`src/rtl/dai_rx.sv`:
```
// dai_rx: I2S receiver that oversamples BCK/LRCK/SData, deserializes L/R words
// and emits truncated stereo pairs with a wrapping buffer address. Rev 1.0
`default_nettype none

module dai_rx #(
  parameter int bw_sample  = 16,
  parameter int bw_out     = 9,
  parameter int bw_romaddr = 6
) (
  input  logic                  Clock,
  input  logic                  Reset,
  input  logic                  BCK,
  input  logic                  LRCK,
  input  logic                  SData,
  output logic [bw_out-1:0]     DataL,
  output logic [bw_out-1:0]     DataR,
  output logic [bw_romaddr-1:0] WrAddr,
  output logic                  SampleValid,
  output logic                  FrameDone,
  output logic                  SyncErr
);

  localparam int CW = $clog2(bw_sample + 1);

  typedef enum logic [1:0] {
    WAIT_SYNC = 2'd0,
    SHIFT_L   = 2'd1,
    SHIFT_R   = 2'd2
  } state_t;

  state_t state, state_d;

  logic bck_s1, bck_s2, bck_d;
  logic lr_s1, lr_s2, lr_prev;
  logic sd_s1, sd_s2;

  logic [CW-1:0]         bitcnt;
  logic [bw_sample-1:0]  left_sr;
  logic [bw_sample-1:0]  right_sr;
  logic [bw_out-1:0]     left_hold;
  logic [bw_romaddr-1:0] addr_cnt;

  logic bck_rise, ws_change, ws_fall, ws_rise, slot_full;
  logic commit, err, latch_l;

  always_ff @(posedge Clock) begin
    if (!Reset) begin
      bck_s1 <= 1'b0;
      bck_s2 <= 1'b0;
      bck_d  <= 1'b0;
      lr_s1  <= 1'b0;
      lr_s2  <= 1'b0;
      sd_s1  <= 1'b0;
      sd_s2  <= 1'b0;
    end else begin
      bck_s1 <= BCK;
      bck_s2 <= bck_s1;
      bck_d  <= bck_s2;
      lr_s1  <= LRCK;
      lr_s2  <= lr_s1;
      sd_s1  <= SData;
      sd_s2  <= sd_s1;
    end
  end

  assign bck_rise  = bck_s2 & ~bck_d;
  assign ws_change = bck_rise & (lr_s2 != lr_prev);
  assign ws_fall   = ws_change & ~lr_s2;
  assign ws_rise   = ws_change & lr_s2;
  assign slot_full = (bitcnt == CW'(bw_sample));

  always_ff @(posedge Clock) begin
    if (!Reset) begin
      state <= WAIT_SYNC;
    end else begin
      state <= state_d;
    end
  end

  always_comb begin
    state_d = state;
    commit  = 1'b0;
    err     = 1'b0;
    latch_l = 1'b0;
    case (state)
      WAIT_SYNC: begin
        if (ws_fall) state_d = SHIFT_L;
      end
      SHIFT_L: begin
        if (ws_rise) begin
          if (slot_full) begin
            latch_l = 1'b1;
            state_d = SHIFT_R;
          end else begin
            err     = 1'b1;
            state_d = WAIT_SYNC;
          end
        end
      end
      SHIFT_R: begin
        // A short right slot still leaves a valid left slot starting here.
        if (ws_fall) begin
          state_d = SHIFT_L;
          if (slot_full) commit = 1'b1;
          else           err    = 1'b1;
        end
      end
      default: state_d = WAIT_SYNC;
    endcase
  end

  always_ff @(posedge Clock) begin
    if (!Reset) begin
      lr_prev   <= 1'b0;
      bitcnt    <= '0;
      left_sr   <= '0;
      right_sr  <= '0;
      left_hold <= '0;
    end else begin
      if (bck_rise) lr_prev <= lr_s2;
      // The change bit is the previous slot's LSB and is dropped.
      if (ws_change) begin
        bitcnt <= '0;
      end else if (bck_rise && !slot_full) begin
        bitcnt <= bitcnt + CW'(1);
        if (lr_s2) right_sr <= {right_sr[bw_sample-2:0], sd_s2};
        else       left_sr  <= {left_sr[bw_sample-2:0], sd_s2};
      end
      if (latch_l) left_hold <= left_sr[bw_sample-1 -: bw_out];
    end
  end

  always_ff @(posedge Clock) begin
    if (!Reset) begin
      DataL       <= '0;
      DataR       <= '0;
      WrAddr      <= '0;
      SampleValid <= 1'b0;
      FrameDone   <= 1'b0;
      SyncErr     <= 1'b0;
      addr_cnt    <= '0;
    end else begin
      SampleValid <= commit;
      SyncErr     <= err;
      FrameDone   <= commit & (&addr_cnt);
      if (commit) begin
        DataL    <= left_hold;
        DataR    <= right_sr[bw_sample-1 -: bw_out];
        WrAddr   <= addr_cnt;
        addr_cnt <= addr_cnt + bw_romaddr'(1);
      end
    end
  end

endmodule

`default_nettype wire

```
`config.mk`:
```
export PLATFORM = sky130hd
export DESIGN_NAME = dai_rx
export DESIGN_NICKNAME = d
export VERILOG_FILES = /design/src/rtl/dai_rx.sv
export SDC_FILE = /design/constraint.sdc
export NUM_CORES = 1
export LEC_CHECK = 0
export CAP_MARGIN = 10
export CORE_ASPECT_RATIO = 1.25
export CORE_MARGIN = 2
export CORE_UTILIZATION = 56
export DETAILED_ROUTE_END_ITERATION = 12
export HOLD_SLACK_MARGIN = 0.03
export PLACE_DENSITY_LB_ADDON = 0.2
export SYNTH_ARGS = -nofsm -noshare
export SYNTH_HDL_FRONTEND = slang
export SYNTH_SLANG_ARGS = --single-unit
```
`constraint.sdc`:
```
create_clock -name Clock -period 2.3 [get_ports Clock]
set_input_delay 0.23 -clock Clock [delete_from_list [all_inputs] [get_ports Clock]]
set_output_delay 0.23 -clock Clock [all_outputs]
set_load 0.005 [all_outputs]
```
==> key figures <==
Outcome
  – Status: finished, final reports clean

Finish
  – Area delta synth->final: 15.9%
  – Nets: 417
  – Ant diodes: 0
  – Most common cell after layout, fill and taps aside: dfxtp_1
  – Non-filler cells, final: 476
  – Fillers: 498
  – Layout cells sized above 1: 6.83%
  – Most frequent cells in the layout: dfxtp_1, nand3_1, o21ai_0

Floorplan
  – Initial Utilization: 57.5%
  – FP Rows: 31
  – CORE AREA: 0.00574 sq mm
  – Top Ports: 32
  – DIE WIDTH: 72.7 um
  – Die ar.: 0.00653 sq mm
  – Die height: 89.8 um

Synth
  – Cell Area, Synth: 0.00330 sq mm
  – Post-synthesis register bit count: 89
  – Complex-gate fraction of the synthesized area: 12.3%
  – Post-synthesis mux area share: 0%
  – Post-synthesis xor/xnor area fraction: 1.86%
  – Post-synthesis async set-or-reset flop share: 0%
  – Yosys Warn Count: 0
  – Area share of and/or/nand/nor cells after synthesis: 24.8%
  – Area leader, netlist: dfxtp_1
  – Ys flop type: dfxtp_1
  – Synth Area in Adders: 2.65%
  – Count of cell types in the netlist: 30
  – Synth Instances: 385
  – Mapped Avg Cell Area: 8.57 sq um
  – Syn_nets: 397
  – EDFF count, synth: 0
  – Largest family of logic cells by synthesized area: simple AND/OR/NAND/NOR gates
  – Synth area leaders: dfxtp_1, nand3_1, o21ai_0
  – Share of Yosys cell area claimed by the top area cell type: 54.0%
  – Seq/Total Area, Yosys: 54.0%

Critical path
  – Most frequent CP cell: buf_4
  – Critical path arrival: 2.19 ns
  – CP peak stage delay: 0.43 ns
  – Critical Path Source Type: register
  – Max FO, Critical Path: 32
  – Crit. End Element: register
  – Worst endpoint required time: 2.57 ns
  – Slowest-stage cell, CP: nor4bb_1
  – Worst setup path category: register to register
  – CP cell instances: inv_1 > ha_1 > nor4bb_1 > buf_4 > nand4b_1 > buf_4 > nand3_1 > o21ai_0

Timing
  – Setup TNS Final: 0 ns
  – Worst-Margin Slew: 0.544 ns
  – Final Skew: 0.0109 ns
  – Slew HR: 63.4%
  – RSZ-0062 raised after global routing: no
  – Final Cycle Share: 83.7%
  – Tmin final: 1.93 ns
  – Final Hold Fails: 0
  – # setup viols final: 0
  – Final Max Tran Viols: 0
  – Highest clock rate: 519 MHz

Clock network
  – CTS tree: done
  – Clk root buf: clkbuf_8
  – PostCTS Resize Cnt: 0
  – H-tree Lvls: 3
  – Later-pin clock latency in the skew report: 0.36 ns
  – Setup Buffers After CTS: 0
  – Num Clock Sinks: 89
  – TritonCTS buffer count: 9
  – # hold bufs at CTS: 0
  – Maximum clock insertion buffer count: 2
  – Clk pin slew, worst setup/hold paths: 0.09 ns

Drt
  – First drt pass iteration count: 5
  – Via count: 2622
  – DRC viols: 0
  – Post-DR vias/cell: 5.51
  – Initial drt markers: 153
  – Total Wirelength: 5810 um
  – Wire per inst: 12.2 um
  – ANT nets after route: 0

Worst hold path
  – Worst Hold Class: input port to register

Global route
  – First-pass GRT wire length: 10100 um
  – Largest net degree at the start of global routing: 66
  – Total gr overflow: 0
  – Aggregate global-route resource usage: 19.2%
  – Number of antenna violations at the first check in global routing: 0
  – Vias in the first global route: 2350

Power
  – Combinational share of power: 2.7%
  – PD cells: 675 mW/mm^2
  – Sequential power share: 60.2%
  – Total leakage power: 1.27 nW
  – Internal: 1.97 mW
  – Maximum VDD drop: 0.000523 V
  – Clk pwr share: 37.2%
  – Net Sw Frac: 23.7%
  – Net Sw Power: 0.612 mW

Placed design
  – Cells after DPL: 460
  – Final GP Congestion: 0.812
  – Port-buffer cells: 31
  – Post-detailed-placement half-perimeter wirelength: 3890 um

Run
  – Max cap viols: 0
==> path summary, 6_finish.rpt <==
| check | start | endpoint | slack (ns) | depth (start not counted) |
|---|---|---|---|---|
| worst min register to register | sd_s1 | sd_s2 | 0.44 | 1 |
| worst max-delay path | bitcnt[0] | right_sr[9] | 0.37 | 8 |
| worst max register to register | bitcnt[0] | right_sr[9] | 0.37 | 8 |
| worst min-delay path | Reset | WrAddr[0] | 0.35 | 3 |
==> cell families after synthesis <==
group	count (synthesis)
simple gates	167
flops	89
compound gates	80
buf+inv	35
xor+xnor	7
fa+ha+maj	7
==> metal layers <==
| layer | vias to the layer above | wire (um) | global-route usage [%] | part of all wire [%] |
|---|---|---|---|---|
| met1 | 1222 | 2650 | 23.3 | 46 |
| met3 | 8 | 183 | 4.71 | 3.1 |
| li1 | 1356 | - | - | - |
| met5 | - | 0 | 0 | 0 |
| met2 | 36 | 2890 | 31.9 | 50 |
| met4 | 0 | 85 | 8.33 | 1.5 |
==> power groups by stage <==
stage,combinational [mW],clock [mW],sequential (mW)
after floorplan,0.0518,0,1.59
after global placement,0.0681,0,1.59
after global routing,0.0759,1.05,1.55
final,0.0684,0.960,1.55
after CTS,0.0691,0.989,1.55
after detailed placement,0.0689,0,1.59
==> critical path: cells and delay by family (launching register included) <==
kind | cells | cell delay (ns)
compound gates | 1 | 0.10
fa+ha+maj | 1 | 0.13
buf+inv | 3 | 0.60
flops | 1 | 0.35
simple gates | 3 | 0.66
==> cells in the mapped netlist (4+ instances only) <==
cell type,count
ha_1,7
nand3_1,72
nand4_1,4
clkbuf_1,26
a21oi_1,5
o21ai_0,72
xor2_1,5
and2_1,9
nor2_1,10
nand2_1,58
dfxtp_1,89
inv_1,5
==> flip-flops by register name, summed over array words and instances (netlist names), 2 cells and up <==
name / flops
DataR: 9
right_sr: 16
left_hold: 9
state: 2
DataL: 9
left_sr: 16
bitcnt: 5
addr_cnt: 6
WrAddr: 6
==> stage by stage <==
step / instance area, sq um / setup slack (ns) / hold WS [ns] / total power [mW] / utilization [%]
after detailed placement: 3640 / 0.401 / 0.426 / 1.66 / 63.5
after CTS: 3820 / 0.363 / 0.337 / 2.61 / 66.6
after global placement: 3640 / 0.486 / 0.415 / 1.66 / 63.5
final: 3820 / 0.375 / 0.351 / 2.58 / 66.6
after floorplan: 3300 / 0.467 / 0.357 / 1.64 / -
after global routing: 3820 / 0.238 / 0.372 / 2.68 / 66.6
==> layout make-up <==
cell class                 count  area (sq um)  area share, %
sequential                    89          1780           46.6
multi-input combinational    261          1380           36.1
clock buffer                   9           124           3.24
inverter                       5          18.8          0.491
tap                           66          82.6           2.16
timing repair buffer          39           380           9.95
clock inverter                 7          55.1           1.44
Note: power is estimated with default switching activity, not from simulation.
==> RTL change 1 (same settings) <==
Encoding of `state_t`: now one-hot (3 bits for 3 states).
--- a/src/rtl/dai_rx.sv
+++ b/src/rtl/dai_rx.sv
@@ -22,10 +22,10 @@
 
   localparam int CW = $clog2(bw_sample + 1);
 
-  typedef enum logic [1:0] {
-    WAIT_SYNC = 2'd0,
-    SHIFT_L   = 2'd1,
-    SHIFT_R   = 2'd2
+  typedef enum logic [2:0] {
+    WAIT_SYNC = 3'b001,
+    SHIFT_L   = 3'b010,
+    SHIFT_R   = 3'b100
   } state_t;
 
   state_t state, state_d;
Behaviour: same outputs for any inputs over 10 cycles, from zero or initial values and one cycle with Reset low; not proved beyond that.
==> RTL change 1 against the original RTL <==
Final area increased by 6.2%. Combinational power down 0.9%. Sequential cell count is 1 higher. Setup slack got worse by 0.16 ns. Die area rose by 5.8%. Routed wire length is 6.9% higher. Fmax down 7.7%. Area after synthesis up 6.1%. Total power increased by 5.2%. Cell count is 5.3% higher. Largest cell class unchanged. Highest routed layer unchanged.
==> RTL change 1: results <==
[power_and_ir_drop]
vdd_drop_max_uv = 593.2
leakagePower_nw = 1.348

[detailed_routing]
met1Wirelength_microns = 2961
drtIter0Drc = 112
wl_met2_microns = 2970
via_per_inst = 5.112
wl_met3_microns = 159
drtPass1Iterations = 6

[cells_and_area]
inverters = 2
multi_input_area_share_pct = 38.86
buf_share_pct = 8.998
clk_share_pct = 4.961
drive_above_1_share_pct = 7.452
seq-cell-share_pct = 44.38
multi_input_comb_cells = 269
fillCellCount = 535
nets = 419

[global_routing]
grt_pass1_vias = 2453
track_usage_pct = 20.04
grt_first_pass_wirelength_microns = 10760
grt_use_met1_pct = 24.48
grt_util_met2_pct = 33.41
grt_max_degree = 44
grtUsageMet3_pct = 3.591

[placement]
pre_cts_slack_ns = 0.2474
dp_hpwl_microns = 3994
globalplace.congestion = 0.7890

[timing]
timing.final.ws_setup_ns = 0.2152
skew_ns = 0.006085
worst_pin_slew_ns = 0.6030

[synth]
synth_common_cells = 121 x nand2_1, 90 x dfxtp_1, 57 x a21boi_1, 11 x clkbuf_1, 11 x nor2b_1
yosysUniqueCellTypes = 41
syn-num-nets = 392
synth_ff_type = dfxtp_1
seq_area_frac_synth_pct = 51.45
ys_top_cells_by_area = dfxtp_1 51%, nand2_1 13%, a21boi_1 12%

[worst_setup_path]
r2r_slack_ns = 0.22
slowest_stage = or4_1
arrival_ns = 2.34
max_stage_delay_ns = 0.73
reg2reg_depth = 6
r2r-end = left_sr[9]$_SDFFE_PN0P_
crit_path_max_fanout = 16

[clock_tree]
cts_buffer_depth = 2
clock_sinks = 90

[outcome]
status = finished clean
[RTL change 1: cell count changes in the layout (fill, tap and decap cells not counted), sizes merged, moves of 4 or more]
cell,delta
a21boi,+58
ha,-4
mux2i,+10
nand2b,+4
nand2,+63
inv,-4
nor2b,+10
nand3,-70
o21ai,-70
[RTL change 1: power breakdown]
group	leakage [nW]	internal (mW)	switching (mW)
clock network	0.0881	0.507	0.571
logic	0.534	0.0330	0.0348
registers	0.726	1.56	0.00591
total	1.35	2.10	0.611
[RTL change 1: cells by family after synthesis]
| family | after synthesis | share of synthesized area (%) |
|---|---|---|
| fa+ha+maj | 3 | 1.072 |
| flops | 90 | 51.45 |
| simple gates | 179 | 24.47 |
| compound gates | 70 | 14.72 |
| mux | 10 | 2.858 |
| buf+inv | 25 | 3.680 |
| xor+xnor | 7 | 1.751 |
[RTL change 1: metrics by stage]
stage | hold slack [ns] | utilization, % | instance area, sq um | instances | total power, mW
floorplan | 0.3573 | - | 3502 | 384 | 1.657
global placement | 0.4139 | 62.99 | 3859 | 485 | 1.674
detailed placement | 0.4222 | 62.99 | 3859 | 485 | 1.675
CTS | 0.3653 | 66.28 | 4060 | 501 | 2.736
global route | 0.4028 | 66.28 | 4060 | 501 | 2.812
finish | 0.3749 | 66.28 | 4060 | 501 | 2.715
[RTL change 1: worst min-delay path by stage]
stage	end	from	slack [ns]	depth (start not counted)
global route	DataR[8]$_SDFFE_PN0P_	Reset	0.40	2
global placement	sd_s2$_SDFF_PN0_	sd_s1$_SDFF_PN0_	0.41	1
CTS	DataR[2]$_SDFFE_PN0P_	Reset	0.37	2
finish	DataR[2]$_SDFFE_PN0P_	Reset	0.37	2
floorplan	bck_s1$_SDFF_PN0_	BCK	0.36	1
detailed placement	sd_s2$_SDFF_PN0_	sd_s1$_SDFF_PN0_	0.42	1
==> RTL change 2 (same settings) <==
Without the edit above. The parameter `bw_romaddr` goes from 6 to 5.
--- a/src/rtl/dai_rx.sv
+++ b/src/rtl/dai_rx.sv
@@ -5,7 +5,7 @@
 module dai_rx #(
   parameter int bw_sample  = 16,
   parameter int bw_out     = 9,
-  parameter int bw_romaddr = 6
+  parameter int bw_romaddr = 5
 ) (
   input  logic                  Clock,
   input  logic                  Reset,
Ports: changed (resized WrAddr); port bits go from 32 to 31. The function was not compared with the original's and may differ.
==> RTL change 2 against the original RTL <==
Global-route usage fell by 0.99 points. Largest cell class unchanged. Critical endpoint is now left_sr[8]$_SDFFE_PN0P_. Worst hold slack got worse by 0.012 ns. Largest power group unchanged. Final area up 3.3%. Total power up 11%. Area after synthesis increased by 2.7%. Routed wire length decreased by 3.3%. Sequential cell count shrank 2. Setup slack better by 0.13 ns.
==> RTL change 2: results <==
[worst_hold_path]
hold_path_end = SyncErr$_SDFF_PN0_

[outcome]
status = finished clean

[placement]
pre_cts_slack_ns = 0.5197
place_area_sq_um = 3706

[timing]
whs_ns = 0.3386
skew_ns = 0.009060
worst_pin_slew_ns = 0.5907

[global_routing]
grt_max_degree = 35
grt_pass1_vias = 2061
grt_first_pass_wirelength_microns = 9625

[detailed_routing]
vias = 2228
drtIter0Drc = 101
wl_per_cell_microns = 13.19

[synth]
yosysUniqueCellTypes = 36
seq_area_frac_synth_pct = 51.38
syn-num-nets = 342
synth_cells = 329

[worst_setup_path]
critPathCapture = left_sr[8]$_SDFFE_PN0P_
arrival_ns = 2.02
crit_path_max_fanout = 16
r2r_slack_ns = 0.51
slowest_stage = or4_4
reg2reg_depth = 5

[power_and_ir_drop]
vdd_drop_max_uv = 450.6
leakagePower_nw = 1.491
p_comb_mw = 0.0791
switching_share_pct = 20.12

[cells_and_area]
nets = 369
RTL change 2: changes by cell type after synthesis, sizes merged, moves of 8 or more:
cell | unedited run | this run
clkbuf | 26 | 11
mux2i | 0 | 70
nand2 | 58 | 80
nand3 | 73 | 3
nor2 | 10 | 2
o21ai | 72 | 5
RTL change 2: cells by family after synthesis:
group	synth area share [%]
compound gates	2.658
xor+xnor	0.2584
fa+ha+maj	2.953
buf+inv	3.987
flops	51.38
mux	20.67
simple gates	18.09
RTL change 2: final cells by class:
cell class	instances	area, sq um
fill	474	1868
sequential	87	1742
multi-input combinational	217	1523
timing repair buffer	36	340.3
clock buffer	10	137.6
clock inverter	5	106.4
tap	66	82.58
inverter	5	18.77
RTL change 2: routing by layer:
metal	vias up	global-route usage, %	wire, microns
met5	-	0	0
met4	0	9.545	106
met3	9	2.997	131
met2	24	26.49	2547
met1	1026	25.76	2836
li1	1169	-	-
